<file path="src/rtl/gt_link_latency_monitor_if.sv">
// GT lane bundle between the latency monitor and the transceiver wrapper.
// Lane n occupies data bits [16n+15:16n] and k bits [2n+1:2n].
interface gt_link_latency_monitor_if #(
  parameter int g_NUM_LANES = 2
);
  logic [16*g_NUM_LANES-1:0] tx_data_o;
  logic [2*g_NUM_LANES-1:0]  tx_k_o;
  logic [16*g_NUM_LANES-1:0] rx_data_i;
  logic [2*g_NUM_LANES-1:0]  rx_k_i;
  logic [g_NUM_LANES-1:0]    rx_aligned_i;
  logic [g_NUM_LANES-1:0]    rx_realign_o;

  // Monitor side: generates TX pattern, consumes RX stream.
  modport master (
    output tx_data_o, tx_k_o, rx_realign_o,
    input  rx_data_i, rx_k_i, rx_aligned_i
  );

  // Transceiver side.
  modport slave (
    input  tx_data_o, tx_k_o, rx_realign_o,
    output rx_data_i, rx_k_i, rx_aligned_i
  );
endinterface

</file>
<file path="src/rtl/gt_link_latency_monitor.sv">
// Sends timestamps with periodic IDLE commas on every GT lane and measures the
// per-lane loopback latency, tracking min/max latency, errors and a pass flag.
module gt_link_latency_monitor #(
  parameter int          g_NUM_LANES           = 2,
  parameter logic [15:0] g_IDLE                = 16'hBC95,
  parameter int          g_IDLE_PERIOD         = 193,
  parameter int          g_BLIND_PERIOD        = 10,
  parameter int          g_NUM_SUCCESSFUL_DATA = 1000
) (
  input  logic                       usrclk_i,
  input  logic                       rst_i,
  input  logic                       valid_i,
  input  logic                       clear_stats_i,
  gt_link_latency_monitor_if.master  gt,
  output logic [g_NUM_LANES-1:0]     fail_o,
  output logic [16*g_NUM_LANES-1:0]  latency_min_o,
  output logic [16*g_NUM_LANES-1:0]  latency_max_o,
  output logic [16*g_NUM_LANES-1:0]  err_cnt_o
);

  localparam int IDLE_CW  = $clog2(g_IDLE_PERIOD);
  localparam int BLIND_CW = $clog2(g_BLIND_PERIOD + 1) + 1;
  localparam int SUCC_CW  = $clog2(g_NUM_SUCCESSFUL_DATA + 2) + 1;
  localparam logic [SUCC_CW-1:0] SUCC_MAX = SUCC_CW'(g_NUM_SUCCESSFUL_DATA + 1);

  typedef enum logic [1:0] {
    ST_UNALIGNED,
    ST_BLIND,
    ST_WAIT_COMMA,
    ST_LOCKED
  } state_t;

  function automatic logic [15:0] sat_inc16(input logic [15:0] v);
    return (v == 16'hFFFF) ? v : v + 16'd1;
  endfunction

  logic [15:0]               r_ts;
  logic [IDLE_CW-1:0]        r_idle_cnt;
  logic [16*g_NUM_LANES-1:0] r_tx_data;
  logic [2*g_NUM_LANES-1:0]  r_tx_k;
  logic [g_NUM_LANES-1:0]    r_realign;
  logic                      w_force_idle;

  assign w_force_idle = !valid_i || (r_idle_cnt == '0);

  always_ff @(posedge usrclk_i) begin
    if (rst_i) begin
      r_ts       <= '0;
      r_idle_cnt <= '0;
      r_tx_data  <= {g_NUM_LANES{g_IDLE}};
      r_tx_k     <= {g_NUM_LANES{2'b10}};
      r_realign  <= '0;
    end else begin
      r_ts       <= r_ts + 16'd1;
      r_idle_cnt <= (r_idle_cnt == IDLE_CW'(g_IDLE_PERIOD - 1)) ? '0 : r_idle_cnt + 1'b1;
      r_tx_data  <= w_force_idle ? {g_NUM_LANES{g_IDLE}} : {g_NUM_LANES{r_ts}};
      r_tx_k     <= w_force_idle ? {g_NUM_LANES{2'b10}} : '0;
      r_realign  <= {g_NUM_LANES{valid_i}} & ~gt.rx_aligned_i;
    end
  end

  assign gt.tx_data_o    = r_tx_data;
  assign gt.tx_k_o       = r_tx_k;
  assign gt.rx_realign_o = r_realign;

  for (genvar n = 0; n < g_NUM_LANES; n++) begin : g_lane
    state_t              r_state, w_state_nxt;
    logic [BLIND_CW-1:0] r_blind_cnt;
    logic [SUCC_CW-1:0]  r_succ_cnt;
    logic [15:0]         w_rx_data;
    logic [1:0]          w_rx_k;
    logic                w_aligned, w_rx_idle, w_sample, w_error;
    logic [15:0]         r_lat_p0;
    logic                r_vld_p0;
    logic                r_fail;
    logic [15:0]         r_min, r_max, r_err;

    assign w_rx_data = gt.rx_data_i[16*n +: 16];
    assign w_rx_k    = gt.rx_k_i[2*n +: 2];
    assign w_aligned = gt.rx_aligned_i[n];
    assign w_rx_idle = (w_rx_k == 2'b10) && (w_rx_data == g_IDLE);

    always_comb begin
      w_state_nxt = r_state;
      w_sample    = 1'b0;
      w_error     = 1'b0;
      if (!w_aligned) begin
        w_state_nxt = ST_UNALIGNED;
      end else begin
        case (r_state)
          ST_UNALIGNED: w_state_nxt = ST_BLIND;
          ST_BLIND: begin
            if (r_blind_cnt == BLIND_CW'(g_BLIND_PERIOD)) w_state_nxt = ST_WAIT_COMMA;
          end
          ST_WAIT_COMMA: begin
            if (w_rx_idle) w_state_nxt = ST_LOCKED;
            else if (w_rx_k != 2'b00) w_error = 1'b1;
          end
          ST_LOCKED: begin
            if (w_rx_k == 2'b00) begin
              w_sample = 1'b1;
            end else if (!w_rx_idle) begin
              w_error     = 1'b1;
              w_state_nxt = ST_WAIT_COMMA;
            end
          end
          default: w_state_nxt = ST_UNALIGNED;
        endcase
      end
    end

    always_ff @(posedge usrclk_i) begin
      if (rst_i) begin
        r_state     <= ST_UNALIGNED;
        r_blind_cnt <= '0;
      end else begin
        r_state     <= w_state_nxt;
        r_blind_cnt <= (r_state == ST_BLIND && w_state_nxt == ST_BLIND) ?
                       r_blind_cnt + 1'b1 : '0;
      end
    end

    // p0: latency captured modulo 2^16, so a timestamp wrap needs no special case
    always_ff @(posedge usrclk_i) begin
      r_lat_p0 <= r_ts - w_rx_data;
    end

    // p1: min/max fold; clear also kills the sample in flight
    always_ff @(posedge usrclk_i) begin
      if (rst_i || clear_stats_i) begin
        r_vld_p0   <= 1'b0;
        r_fail     <= 1'b1;
        r_min      <= 16'hFFFF;
        r_max      <= 16'h0000;
        r_err      <= 16'h0000;
        r_succ_cnt <= '0;
      end else begin
        r_vld_p0 <= w_sample;
        if (r_vld_p0) begin
          if (r_lat_p0 < r_min) r_min <= r_lat_p0;
          if (r_lat_p0 > r_max) r_max <= r_lat_p0;
        end
        if (!w_aligned || w_error) begin
          r_fail     <= 1'b1;
          r_succ_cnt <= '0;
          if (w_error) r_err <= sat_inc16(r_err);
        end else begin
          if (w_sample && r_succ_cnt != SUCC_MAX) r_succ_cnt <= r_succ_cnt + 1'b1;
          if (r_succ_cnt == SUCC_MAX) r_fail <= 1'b0;
        end
      end
    end

    assign fail_o[n]               = r_fail;
    assign latency_min_o[16*n +: 16] = r_min;
    assign latency_max_o[16*n +: 16] = r_max;
    assign err_cnt_o[16*n +: 16]     = r_err;
  end

endmodule

</file>
<file path="src/flat_wrapper.sv">
// flat-port wrapper written by rule: the top's interface ports become plain ports
module gt_link_latency_monitor_flat 
#(
  parameter int          g_NUM_LANES           = 2,
  parameter logic [15:0] g_IDLE                = 16'hBC95,
  parameter int          g_IDLE_PERIOD         = 193,
  parameter int          g_BLIND_PERIOD        = 10,
  parameter int          g_NUM_SUCCESSFUL_DATA = 1000
)
  (usrclk_i, rst_i, valid_i, clear_stats_i, fail_o, latency_min_o, latency_max_o, err_cnt_o, gt_tx_data_o, gt_tx_k_o, gt_rx_realign_o, gt_rx_data_i, gt_rx_k_i, gt_rx_aligned_i);
  gt_link_latency_monitor_if #(.g_NUM_LANES(g_NUM_LANES)) gt_i ();
  input  logic usrclk_i;
  input  logic rst_i;
  input  logic valid_i;
  input  logic clear_stats_i;
  output logic [g_NUM_LANES-1:0] fail_o;
  output logic [16*g_NUM_LANES-1:0] latency_min_o;
  output logic [16*g_NUM_LANES-1:0] latency_max_o;
  output logic [16*g_NUM_LANES-1:0] err_cnt_o;
  output wire logic [$bits(gt_i.tx_data_o)-1:0] gt_tx_data_o;
  output wire logic [$bits(gt_i.tx_k_o)-1:0] gt_tx_k_o;
  output wire logic [$bits(gt_i.rx_realign_o)-1:0] gt_rx_realign_o;
  input wire logic [$bits(gt_i.rx_data_i)-1:0] gt_rx_data_i;
  input wire logic [$bits(gt_i.rx_k_i)-1:0] gt_rx_k_i;
  input wire logic [$bits(gt_i.rx_aligned_i)-1:0] gt_rx_aligned_i;
  assign gt_tx_data_o = gt_i.tx_data_o;
  assign gt_tx_k_o = gt_i.tx_k_o;
  assign gt_rx_realign_o = gt_i.rx_realign_o;
  assign gt_i.rx_data_i = gt_rx_data_i;
  assign gt_i.rx_k_i = gt_rx_k_i;
  assign gt_i.rx_aligned_i = gt_rx_aligned_i;
  gt_link_latency_monitor #(.g_NUM_LANES(g_NUM_LANES), .g_IDLE(g_IDLE), .g_IDLE_PERIOD(g_IDLE_PERIOD), .g_BLIND_PERIOD(g_BLIND_PERIOD), .g_NUM_SUCCESSFUL_DATA(g_NUM_SUCCESSFUL_DATA)) u_core (.usrclk_i(usrclk_i), .rst_i(rst_i), .valid_i(valid_i), .clear_stats_i(clear_stats_i), .gt(gt_i), .fail_o(fail_o), .latency_min_o(latency_min_o), .latency_max_o(latency_max_o), .err_cnt_o(err_cnt_o));
endmodule
</file>
<file path="config.mk">
export PLATFORM = sky130hd
export DESIGN_NAME = gt_link_latency_monitor_flat
export DESIGN_NICKNAME = d
export VERILOG_FILES = /design/src/rtl/gt_link_latency_monitor_if.sv /design/src/rtl/gt_link_latency_monitor.sv /design/src/flat_wrapper.sv
export SDC_FILE = /design/constraint.sdc
export NUM_CORES = 1
export LEC_CHECK = 0
export ABC_AREA = 1
export BUFFER_PORTS_ARGS = -buffer_cell sky130_fd_sc_hd__buf_2
export CAP_MARGIN = 20
export CORE_UTILIZATION = 23
export DETAILED_ROUTE_END_ITERATION = 6
export PLACE_DENSITY = 0.46
export SLEW_MARGIN = 20
export SYNTH_ARGS = -nofsm -noshare
export SYNTH_HDL_FRONTEND = slang
export SYNTH_SLANG_ARGS = --single-unit
</file>
<file path="constraint.sdc">
create_clock -name usrclk_i -period 2.1 [get_ports usrclk_i]
set_clock_uncertainty 0.05 [all_clocks]
set_input_delay 0.21 -clock usrclk_i [delete_from_list [all_inputs] [get_ports usrclk_i]]
set_output_delay 0.21 -clock usrclk_i [all_outputs]
set_load 0.01 [all_outputs]
</file>
[Word level (Yosys, flattened, before mapping)]
Index checks and enable logic that the tools add are counted.
Cells by class
  $lt $le $gt $ge: 4
  add/sub/neg operators: 10
  muxes and demuxes: 31
  bitwise gates (word level): 6
  reduce and logical (&&, ||, !) cells: 32
  eq/ne operators: 21
Operators by type and width (count)
  16-bit equality test, second input constant: 4
  16-bit by 1-bit adder with 16-bit output, second input constant: 3
  16-bit > comparator: 2
  16-bit < comparator: 2
  16-bit subtractor: 2
  11-bit by 1-bit adder with 11-bit output, second input constant: 2
  11-bit by 10-bit equality test with 1-bit output, second input constant: 2
  11-bit by 10-bit inequality test with 1-bit output, second input constant: 2
  2-bit 2-to-1 mux: 10
  1-bit 2-to-1 mux: 16
  2-bit one-hot mux with 4 select lines: 2
  2-bit equality test, second input constant: 6
  2-bit OR reduction: 6
  5-bit by 1-bit adder with 5-bit output, second input constant: 2
  5-bit by 4-bit equality test with 1-bit output, second input constant: 2
  8-bit by 1-bit adder with 8-bit output, second input constant: 1
  2-bit by 1-bit equality test with 1-bit output, second input constant: 4
  8-bit equality test, second input constant: 1
  2-bit zero test: 4
  8-bit zero test: 1
  2-bit AND reduction: 4
  1-bit logical AND: 6
  3-bit AND reduction: 2
  1-bit logical OR: 4
  other kinds (7): 14
Storage, ports and cells
  input port bits: 42
  flip-flop bits (word level): 230
  output and inout port bits: 136
  word-level logic and storage cells: 127

[Logic depth before layout (Yosys ltp)]
Gate-level depths: netlist of run 1.
  depth in word-level cells: 10
  depth in mapped cells: 15
  gate-level depth less buffers: 14

[Least setup slack after synthesis of run 1]
Ideal clock, no wire load.
  path kind: reg2reg
  start: reg u_core.r_ts[0]
  end: reg u_core.g_lane[0].r_lat_p0[10]
  period minus slack after synthesis: 1.819 ns
  required time: 1.978 ns
  path buffers: 0
  arrival time: 1.697 ns
  library setup time: 0.072 ns
  cell stages (with the launch flop): 11
  slack: 0.281 ns
  cells stage by stage: dfxtp_1 inv_1 ha_1 fa_1 nand3b_1 nand2_1 nand2_1 nand2_1 nand4_1 nand2_1 xor2_1
On the way
  word-level cells in the longest chain between the ends: 1
RTL lines
  start: declaration: line gt_link_latency_monitor.sv:37  | logic [15:0] r_ts;
  start signal: assignment: line gt_link_latency_monitor.sv:54  | r_ts <= r_ts + 16'd1;
  16-bit subtractor: line gt_link_latency_monitor.sv:125  | r_lat_p0 <= r_ts - w_rx_data;
  end signal: assignment: line gt_link_latency_monitor.sv:125
  end: declaration: line gt_link_latency_monitor.sv:73  | logic [15:0] r_lat_p0;
Every way passes these cells.
A chain may end at the register's enable or synchronous reset.

[Worst setup path after layout of run 1]
  start: reg u_core.r_ts[7]
  end: reg u_core.g_lane[1].r_lat_p0[13]
On the way
  word-level cells in the longest chain between the ends: 1
RTL lines (line)
  16-bit subtractor: gt_link_latency_monitor.sv:125
  end signal: assignment: gt_link_latency_monitor.sv:125
  end: declaration: gt_link_latency_monitor.sv:73
Every way passes these cells.

==> impl_metrics.env, run 1 <==
export IMPL_via_per_inst=4.269
export IMPL_antenna_cells=0
export IMPL_cts_tree="built"
export IMPL_cts_htree_levels=1
export IMPL_rr_worst_depth=8
export IMPL_hold_path_class="input pin to flip-flop"
export IMPL_ys_warnings_count=0
export IMPL_power_density_nw_per_um2=674.4
export IMPL_synth_area_leaders="dfxtp_1 (35%), nand2_1 (12%), ha_1 (11%)"
export IMPL_finalCritPeriodShare_pct=91.91
export IMPL_criticalPathCategory="flip-flop to flip-flop"
export IMPL_netlist_area_leader_share_pct=34.76
export IMPL_drc_errors=0
export IMPL_synth_adder_area_share_pct=11.14
export IMPL_timing_hold_ws_ns=0.02177
export IMPL_die_h_um=231.9
export IMPL_grt_pass1_vias=10650
export IMPL_dieArea_um2=53760
export IMPL_post_drt_wl_per_cell_um=13.75
export IMPL_grt_max_degree=66
export IMPL_grt_use_met2_pct=21.51
export IMPL_yosys_area_share_simple_pct=29.54
export IMPL_synthToLayoutAreaGrowth_pct=23.94
export IMPL_slew_violations=0
export IMPL_synth_area_leader_cell="dfxtp_1"
export IMPL_cts_made_buffers=28
export IMPL_async_flop_share_pct=0
export IMPL_layout_min_cycle_time_ns=1.930
export IMPL_cts_root_buf="clkbuf_16"
export IMPL_clk_latency_ns=0.56
export IMPL_gp_congestion=0.8922
export IMPL_vias=11160
export IMPL_hold_viol=0
export IMPL_core_um2=51720
export IMPL_r2r_end="u_core.g_lane[1].r_lat_p0[13]"
export IMPL_rows=83
export IMPL_synth_edf_count=0
export IMPL_cts_sinks=211
export IMPL_drv_cap=0
export IMPL_slew_headroom_pct=58.10
export IMPL_grt_overflow_total=0
export IMPL_ys_ff_latch=211
export IMPL_grt_usage_pct=13.36
export IMPL_drive_above_1_share_pct=17.16
export IMPL_clk_pin_slew_ns=0.06
export IMPL_start_util_pct=23.50
export IMPL_r2r_start="u_core.r_ts[7]"
export IMPL_max_slew_worst_pin_slew_ns=0.6279
export IMPL_p_leak_nw=7.031
export IMPL_io_pins=178
export IMPL_synth_ff_type="dfxtp_1"
export IMPL_use_met3_pct=3.131
export IMPL_die_w_um=231.9
export IMPL_grt_busiest_layer="met2"
export IMPL_syn_area_um2=12150
export IMPL_synth_cells=1711
export IMPL_seq_area_frac_synth_pct=34.76
export IMPL_fmax_ghz=0.5181
export IMPL_critPathRequiredTime_ns=2.50
export IMPL_totalWireLength_mm=35.96
export IMPL_path_max_fanout=5
export IMPL_synth_top_family_by_area="simple AND/OR/NAND/NOR gates"
export IMPL_drt_iter0_markers=483
export IMPL_use_met1_pct=17.81
export IMPL_port_buffers=175
export IMPL_synthMuxAreaShare_pct=0
export IMPL_synth_xor_area_share_pct=5.045
export IMPL_fin_nets=2062
export IMPL_grt_pass1_wl_mm=57.35
export IMPL_drtAntennaViolNets=0
export IMPL_status="finished, final reports clean"
export IMPL_hold_end="u_core.g_lane[0].r_vld_p0"
export IMPL_rsz0062_at_grt="false"
export IMPL_holdPathStages=4
export IMPL_critPathLaunchType="flip-flop"
export IMPL_cts_buffer_depth=3
export IMPL_min_from="gt_rx_k_i[1]"
export IMPL_synth_distinct_cells=43
export IMPL_arrival_ns=2.33
export IMPL_synth_compound_area_share_pct=8.823
export IMPL_first_pass_iters=4
export IMPL_antenna_found_initial=11
export IMPL_final_setup_viol_count=0
export IMPL_cp_end_kind="flip-flop"
export IMPL_peakVddDrop_uv=679.1
export IMPL_reg2reg_setup_slack_ns=0.17
export IMPL_hpwl_mm=28.10
export IMPL_setup_tns_ns=0
export IMPL_syn_avg_cell_area_um2=7.103
==> cell usage after synthesis, types with 15 or more instances <==
master / count
buf_2: 21
nand4_1: 22
dfxtp_1: 211
ha_1: 105
nand3_1: 163
inv_1: 240
nand2_2: 15
xor2_1: 43
buf_4: 22
o21ai_0: 24
xnor2_1: 27
nand2_1: 381
nor3_1: 25
a21oi_1: 134
nor2_1: 176
==> cell families after synthesis <==
| family | after synthesis |
|---|---|
| and+or+nand+nor | 823 |
| buffers and inverters | 304 |
| DFF | 211 |
| AOI/OAI and AO/OA | 195 |
| adders and majority gates | 107 |
| xor gates and xnor gates | 70 |
| other | 1 |
==> state kept, by name, indices dropped and copies added, names as in the netlist <==
register                   cells
u_core.g_lane.r_err           32
u_core.g_lane.r_lat_p0        32
u_core.g_lane.r_max           32
u_core.g_lane.r_min           32
u_core.g_lane.r_succ_cnt      22
u_core.gt.tx_data_o           16
u_core.r_ts                   16
u_core.g_lane.r_blind_cnt     10
u_core.r_idle_cnt              8
u_core.g_lane.r_state          4
u_core.g_lane.r_fail           2
u_core.g_lane.r_vld_p0         2
u_core.gt.rx_realign_o         2
u_core.gt.tx_k_o               1
==> power by group <==
group	internal, W	switching [W]	total (W)
logic	0.000335	0.000500	0.000836
clock network	0.00320	0.00193	0.00512
registers	0.00410	0.0000996	0.00420
total	0.00763	0.00253	0.0102
==> through the flow <==
step                instances  total power, W  area [um2]  setup WS, ns  util (%)
floorplan                1712        0.004784       12160        0.2815         -
global placement         2549        0.005097       13880        0.1419     26.84
detailed placement       2549        0.005103       13880        0.1211     26.84
CTS                      2615         0.01034       15030       0.06016     29.07
global route             2615         0.01062       15060     0.0006770     29.12
finish                   2615         0.01016       15060        0.1699     29.12
==> layout by cell type (no fill, tap or decap), types with 14 or more instances in the layout <==
cell	instances
nand2_1	381
inv_1	240
dfxtp_1	210
buf_2	175
nor2_1	171
nand3_1	162
a21oi_1	133
ha_1	105
xor2_1	43
buf_4	39
clkbuf_16	28
xnor2_1	27
nor3_1	25
o21ai_0	22
nand4_1	22
nand2_2	14
nor2_2	14
a21oi_2	14
==> worst max-delay path by stage <==
stage                               from                              to  cells past startpoint  slack [ns]
after CTS                   gt_rx_k_i[3]  u_core.g_lane[1].r_succ_cnt[0]                     10        0.06
after floorplan           u_core.r_ts[0]   u_core.g_lane[0].r_lat_p0[10]                     10        0.28
after detailed placement  u_core.r_ts[0]   u_core.g_lane[1].r_lat_p0[12]                      7        0.12
after global routing      u_core.r_ts[1]                 u_core.r_ts[14]                      9      0.0007
final                     u_core.r_ts[7]   u_core.g_lane[1].r_lat_p0[13]                      8        0.17
after global placement    u_core.r_ts[0]   u_core.g_lane[1].r_lat_p0[12]                      7        0.14
==> repair_timing <==
action                                 in CTS  in global routing
endpoints found under the hold margin      14                  0
setup endpoints to repair                   0                 28
gates resized for setup                     0                 11
buffers inserted                            0                  0
hold buffers                               14                  0
==> routing by layer <==
metal  vias up  wire length (um)
met5         -               108
met4        18               818
met3        61              1931
met2       226             15730
met1      4981             17370
li1       5877                 -
==> final cells by class <==
type / instances / area, um2
Clock inverter: 11 / 150.1
Fill cell: 5683 / 36660
Multi-Input combinational cell: 1197 / 6673
Inverter: 243 / 912.1
Sequential cell: 211 / 4225
Tap cell: 680 / 850.8
Clock buffer: 41 / 859.6
Timing Repair Buffer: 232 / 1391
==> critical path, cell delays in order, from the launching register on <==
cell,delay [ns]
dfxtp_1,0.49
ha_1,0.36
nand2_1,0.15
inv_1,0.07
a21oi_1,0.23
nor2_1,0.06
nor3_1,0.16
nand2_1,0.09
xor2_1,0.15
No activity file was read; power rests on OpenSTA's default activity.
==> inputs of run 2 (changes only) <==
--- a/config.mk
+++ b/config.mk
@@ -10,7 +10,6 @@
 export CAP_MARGIN = 20
 export CORE_UTILIZATION = 23
 export DETAILED_ROUTE_END_ITERATION = 6
-export PLACE_DENSITY = 0.46
 export SLEW_MARGIN = 20
 export SYNTH_ARGS = -nofsm -noshare
 export SYNTH_HDL_FRONTEND = slang
==> impl_metrics.env, run 2 (synthesis results as in run 1) <==
export IMPL_cp_startpoint="u_core.g_lane[0].r_lat_p0[15]"
export IMPL_p_leak_nw=7.229
export IMPL_die_w_um=231.9
export IMPL_cts_sinks=211
export IMPL_placed_cell_area_um2=14250
export IMPL_cts_buffer_depth=3
export IMPL_rr_worst_depth=8
export IMPL_antenna_found_initial=5
export IMPL_slew_violations=0
export IMPL_criticalPathCategory="flip-flop to flip-flop"
export IMPL_slowest_stage="nor4_1"
export IMPL_clk_pin_slew_ns=0.05
export IMPL_vias=11560
export IMPL_via_per_inst=4.339
export IMPL_totalWireLength_mm=36.31
export IMPL_power_density_nw_per_um2=642.1
export IMPL_layout_setup_ws_ns=0.1064
export IMPL_gp_congestion=0.8799
export IMPL_r2r_start="u_core.g_lane[0].r_lat_p0[15]"
export IMPL_finalCritPeriodShare_pct=94.93
export IMPL_grt_pass1_vias=10920
export IMPL_p_total_w=0.009869
export IMPL_final_area_um2=15370
export IMPL_grt_overflow_total=0
export IMPL_max_slew_worst_pin_slew_ns=0.5945
export IMPL_crit_top_cell="nand2_1"
export IMPL_critPathRequiredTime_ns=2.53
export IMPL_grt_usage_pct=13.31
export IMPL_r2r_end="u_core.g_lane[0].r_min[14]"
export IMPL_core_um2=51720
export IMPL_final_common_cell="nand2_1"
export IMPL_post_drt_wl_per_cell_um=13.62
export IMPL_cts_root_buf="clkbuf_16"
export IMPL_grt_max_degree=71
export IMPL_mostFrequentLayoutCells="nand2_1 (378), inv_1 (239), dfxtp_1 (210), buf_2 (175), nor2_1 (172)"
export IMPL_rows=83
export IMPL_layout_min_cycle_time_ns=1.994
export IMPL_drc_errors=0
export IMPL_cts_made_buffers=27
export IMPL_port_buffers=175
export IMPL_status="finished, final reports clean"
export IMPL_pre_cts_ws_ns=-0.05378
export IMPL_reg2reg_setup_slack_ns=0.11
export IMPL_drtAntennaViolNets=0
export IMPL_fmax_ghz=0.5016
export IMPL_crit_end="u_core.g_lane[0].r_min[14]"
export IMPL_rsz0062_at_grt="false"
export IMPL_die_h_um=231.9
export IMPL_hpwl_mm=28.69
export IMPL_drive_above_1_share_pct=19.35
export IMPL_synthToLayoutAreaGrowth_pct=26.47
export IMPL_clk_latency_ns=0.55
export IMPL_slew_headroom_pct=60.10
export IMPL_final_setup_viol_count=0
export IMPL_critPathLaunchType="flip-flop"
export IMPL_fin_nets=2113
export IMPL_cp_end_kind="flip-flop"
export IMPL_cts_tree="built"
export IMPL_crit_chain="buf_4, ha_1, nand2_1, nor4_1, nand2_1, nand2_2, nand2_1, nand3_1"
export IMPL_start_util_pct=23.50
export IMPL_dieArea_um2=53760
export IMPL_arrival_ns=2.42
export IMPL_drt_iter0_markers=639
export IMPL_grt_pass1_wl_mm=57.57
export IMPL_hold_viol=0
export IMPL_hold_path_class="input pin to flip-flop"
export IMPL_io_pins=178
export IMPL_first_pass_iters=6
export IMPL_path_max_fanout=16
export IMPL_final_util_pct=29.72
export IMPL_cts_htree_levels=1
export IMPL_peakVddDrop_uv=464.6
export IMPL_max_stage_delay_ns=0.38
export IMPL_drv_cap=0
-- run 2: changes by cell type in the layout (fill, tap and decap cells not counted), sizes merged --
cell / change
clkbuf: -5
clkinv: +1
dlygate4sd3: -1
dlymetal6s4s: -1
buf: +54
diode: +1
clkinvlp: +1
-- run 2: layout make-up --
| cell class | count | area [um2] |
|---|---|---|
| antenna | 1 | 2.502 |
| clock inverter | 13 | 156.4 |
| fill | 5601 | 36350 |
| timing repair buffer | 284 | 1773 |
| multi-input combinational | 1197 | 6676 |
| sequential | 211 | 4225 |
| clock buffer | 36 | 769.5 |
| inverter | 243 | 915.9 |
| tap | 680 | 850.8 |
-- run 2: what timing repair did --
action / 4_1_cts / 5_1_grt
endpoints found under the hold margin: 10 / 0
setup endpoints to repair: 8 / 39
hold buffers: 12 / 0
resized for setup: 1 / 13
setup buffers: 0 / 3
pin swaps: 0 / 1
-- run 2: routing by layer --
metal	track usage, %	wire (um)
met5	0	66
met4	2.611	601
met3	2.861	2374
met2	20.86	15610
met1	18.63	17660
-- run 2: worst min-delay path by stage --
stage                                         start                               to  cells past startpoint
CTS                                         valid_i        u_core.gt.rx_realign_o[0]                      3
global placement    u_core.g_lane[1].r_blind_cnt[0]  u_core.g_lane[1].r_blind_cnt[0]                      1
floorplan                        gt_rx_aligned_i[0]        u_core.gt.rx_realign_o[0]                      1
detailed placement  u_core.g_lane[1].r_blind_cnt[0]  u_core.g_lane[1].r_blind_cnt[0]                      1
finish                              gt_rx_data_i[0]     u_core.g_lane[0].r_lat_p0[0]                      3
global route                        gt_rx_data_i[0]     u_core.g_lane[0].r_lat_p0[0]                      3
-- run 2: report_power, final --
group | leakage (nW) | total (W) | switching (W) | internal (W)
Sequential | 1.72 | 0.00418 | 0.0000795 | 0.00410
Combinational | 5.06 | 0.000917 | 0.000546 | 0.000371
Clock | 0.454 | 0.00478 | 0.00184 | 0.00294
Total | 7.23 | 0.00987 | 0.00246 | 0.00741
-- run 2: through the flow --
stage	hold WS [ns]	TNS, ns	instances
2_1_floorplan	0.2324	0	1712
3_3_place_gp	0.3902	-5.425	2598
3_5_place_dp	0.4015	-0.2813	2600
4_1_cts	0.007128	0	2661
5_1_grt	0.02250	0	2664
6_report	0.02855	0	2665
-- run 2: worst max-delay path, delay by kind of cell, from the launching register on --
family                     cells  cell delay [ns]
and+or+nand+nor                6             1.11
DFF                            1             0.34
adders and majority gates      1             0.28
buffers and inverters          1             0.15
==> inputs of run 3 (changes only) <==
--- a/config.mk
+++ b/config.mk
@@ -10,6 +10,7 @@
 export CAP_MARGIN = 20
 export CORE_UTILIZATION = 23
 export DETAILED_ROUTE_END_ITERATION = 6
+export PLACE_DENSITY_LB_ADDON = 0.3
 export SLEW_MARGIN = 20
 export SYNTH_ARGS = -nofsm -noshare
 export SYNTH_HDL_FRONTEND = slang
==> impl_metrics.env, run 3 (synthesis results as in run 1) <==
export IMPL_status="finished, final reports clean"
export IMPL_synthToLayoutAreaGrowth_pct=26.51
export IMPL_critPathLaunchType="flip-flop"
export IMPL_cp_end_kind="flip-flop"
export IMPL_cts_sinks=211
export IMPL_layout_setup_ws_ns=0.1515
export IMPL_port_buffers=175
export IMPL_clk_pin_slew_ns=0.06
export IMPL_final_util_pct=29.73
export IMPL_totalWireLength_mm=36.14
export IMPL_rr_worst_depth=8
export IMPL_antenna_found_initial=7
export IMPL_finalCritPeriodShare_pct=92.79
export IMPL_hold_viol=0
export IMPL_drv_cap=0
export IMPL_final_setup_viol_count=0
export IMPL_grt_pass1_wl_mm=57.31
export IMPL_cts_made_buffers=27
export IMPL_critPathRequiredTime_ns=2.46
export IMPL_grt_max_degree=71
export IMPL_final_common_cell="nand2_1"
export IMPL_first_pass_iters=4
export IMPL_peakVddDrop_uv=546.9
export IMPL_slew_headroom_pct=61.18
export IMPL_drt_iter0_markers=532
export IMPL_drtAntennaViolNets=0
export IMPL_die_h_um=231.9
export IMPL_timing_hold_ws_ns=0.05155
export IMPL_place_inst=2600
export IMPL_fin_nets=2112
export IMPL_instances_no_fill=2663
export IMPL_max_slew_worst_pin_slew_ns=0.5784
export IMPL_cts_root_buf="clkbuf_16"
export IMPL_p_leak_nw=7.257
export IMPL_clk_latency_ns=0.55
export IMPL_grt_overflow_total=0
export IMPL_mostFrequentLayoutCells="nand2_1 (381), inv_1 (240), dfxtp_1 (210), buf_2 (175), nor2_1 (172)"
export IMPL_cts_tree="built"
export IMPL_cts_buffer_depth=3
export IMPL_via_per_inst=4.273
export IMPL_antenna_cells=0
export IMPL_hpwl_mm=28.26
export IMPL_grt_pass1_vias=10760
export IMPL_fmax_ghz=0.5132
export IMPL_slew_violations=0
export IMPL_die_w_um=231.9
export IMPL_gp_congestion=0.8593
export IMPL_cts_htree_levels=1
export IMPL_post_drt_wl_per_cell_um=13.57
export IMPL_p_total_w=0.01001
export IMPL_drc_errors=0
export IMPL_pre_cts_ws_ns=0.004618
export IMPL_criticalPathCategory="flip-flop to flip-flop"
export IMPL_start_util_pct=23.50
export IMPL_holdPathStages=4
export IMPL_dieArea_um2=53760
export IMPL_drive_above_1_share_pct=19.26
export IMPL_fillCellCount=5683
export IMPL_rsz0062_at_grt="false"
export IMPL_arrival_ns=2.31
export IMPL_layout_min_cycle_time_ns=1.949
export IMPL_vias=11380
export IMPL_path_max_fanout=8
export IMPL_io_pins=178
export IMPL_hold_path_class="input pin to flip-flop"
export IMPL_power_density_nw_per_um2=651.2
export IMPL_core_um2=51720
export IMPL_grt_usage_pct=13.26
export IMPL_rows=83
-- run 3: cell types whose count changed in the layout (fill, tap and decap cells not counted), sizes merged --
cell / delta
nor2: +2
clkbuf: -3
buf: -3
inv: +2
bufinv: +1
diode: -1
clkinv: +3
clkinvlp: -3
-- run 3: path summary, 6_finish.rpt --
check	startpoint	to	slack (ns)
setup reg to reg	u_core.g_lane[0].r_lat_p0[13]	u_core.g_lane[0].r_min[12]	0.15
hold reg to reg	u_core.r_ts[0]	u_core.r_ts[0]	0.39
hold / removal	gt_rx_k_i[1]	u_core.g_lane[0].r_vld_p0	0.05
setup / recovery	u_core.g_lane[0].r_lat_p0[13]	u_core.g_lane[0].r_min[12]	0.15
-- run 3: routing by layer --
| layer | global-route usage [%] | routed length (um) | up-vias |
|---|---|---|---|
| met1 | 18.01 | 17450 | 5095 |
| met4 | 2.878 | 743 | 4 |
| met2 | 21.82 | 16250 | 241 |
| met5 | 0 | 21 | - |
| li1 | - | - | 5986 |
| met3 | 2.198 | 1683 | 53 |
-- run 3: what timing repair did --
action                                  in CTS  in global routing
endpoints found under the setup margin       2                 54
cloned                                       0                  2
hold endpoints to repair                    10                  0
hold buffers                                12                  0
pin swaps                                    0                  3
resized for setup                            2                 10
buffers inserted                             0                  0
-- run 3: stage by stage --
stage	instance area (um2)	setup TNS, ns
4_1_cts	15330	0
5_1_grt	15370	0
2_1_floorplan	12160	0
6_report	15370	0
3_3_place_gp	14250	-7.216
3_5_place_dp	14260	0
-- run 3: final cells by class --
cell class	count	area, um2	area share (%)
Sequential cell	211	4225	27.48
Timing Repair Buffer	281	1739	11.31
Inverter	243	912.1	5.933
Multi-Input combinational cell	1199	6704	43.60
Clock inverter	16	195.2	1.270
Tap cell	680	850.8	5.534
Clock buffer	33	748.2	4.867
-- run 3: power by group --
group          total [W]  internal [W]  switching, W
logic           0.000921      0.000379      0.000541
clock network    0.00492       0.00302       0.00189
registers        0.00417       0.00410     0.0000781
-- run 3: worst max-delay path, cell delays in order (launching register included) --
cell	delay, ns
dfxtp_1	0.35
buf_4	0.16
ha_1	0.28
nand2_1	0.07
nor4_1	0.35
nand2_1	0.19
buf_4	0.20
nand3_1	0.08
nand3_1	0.07
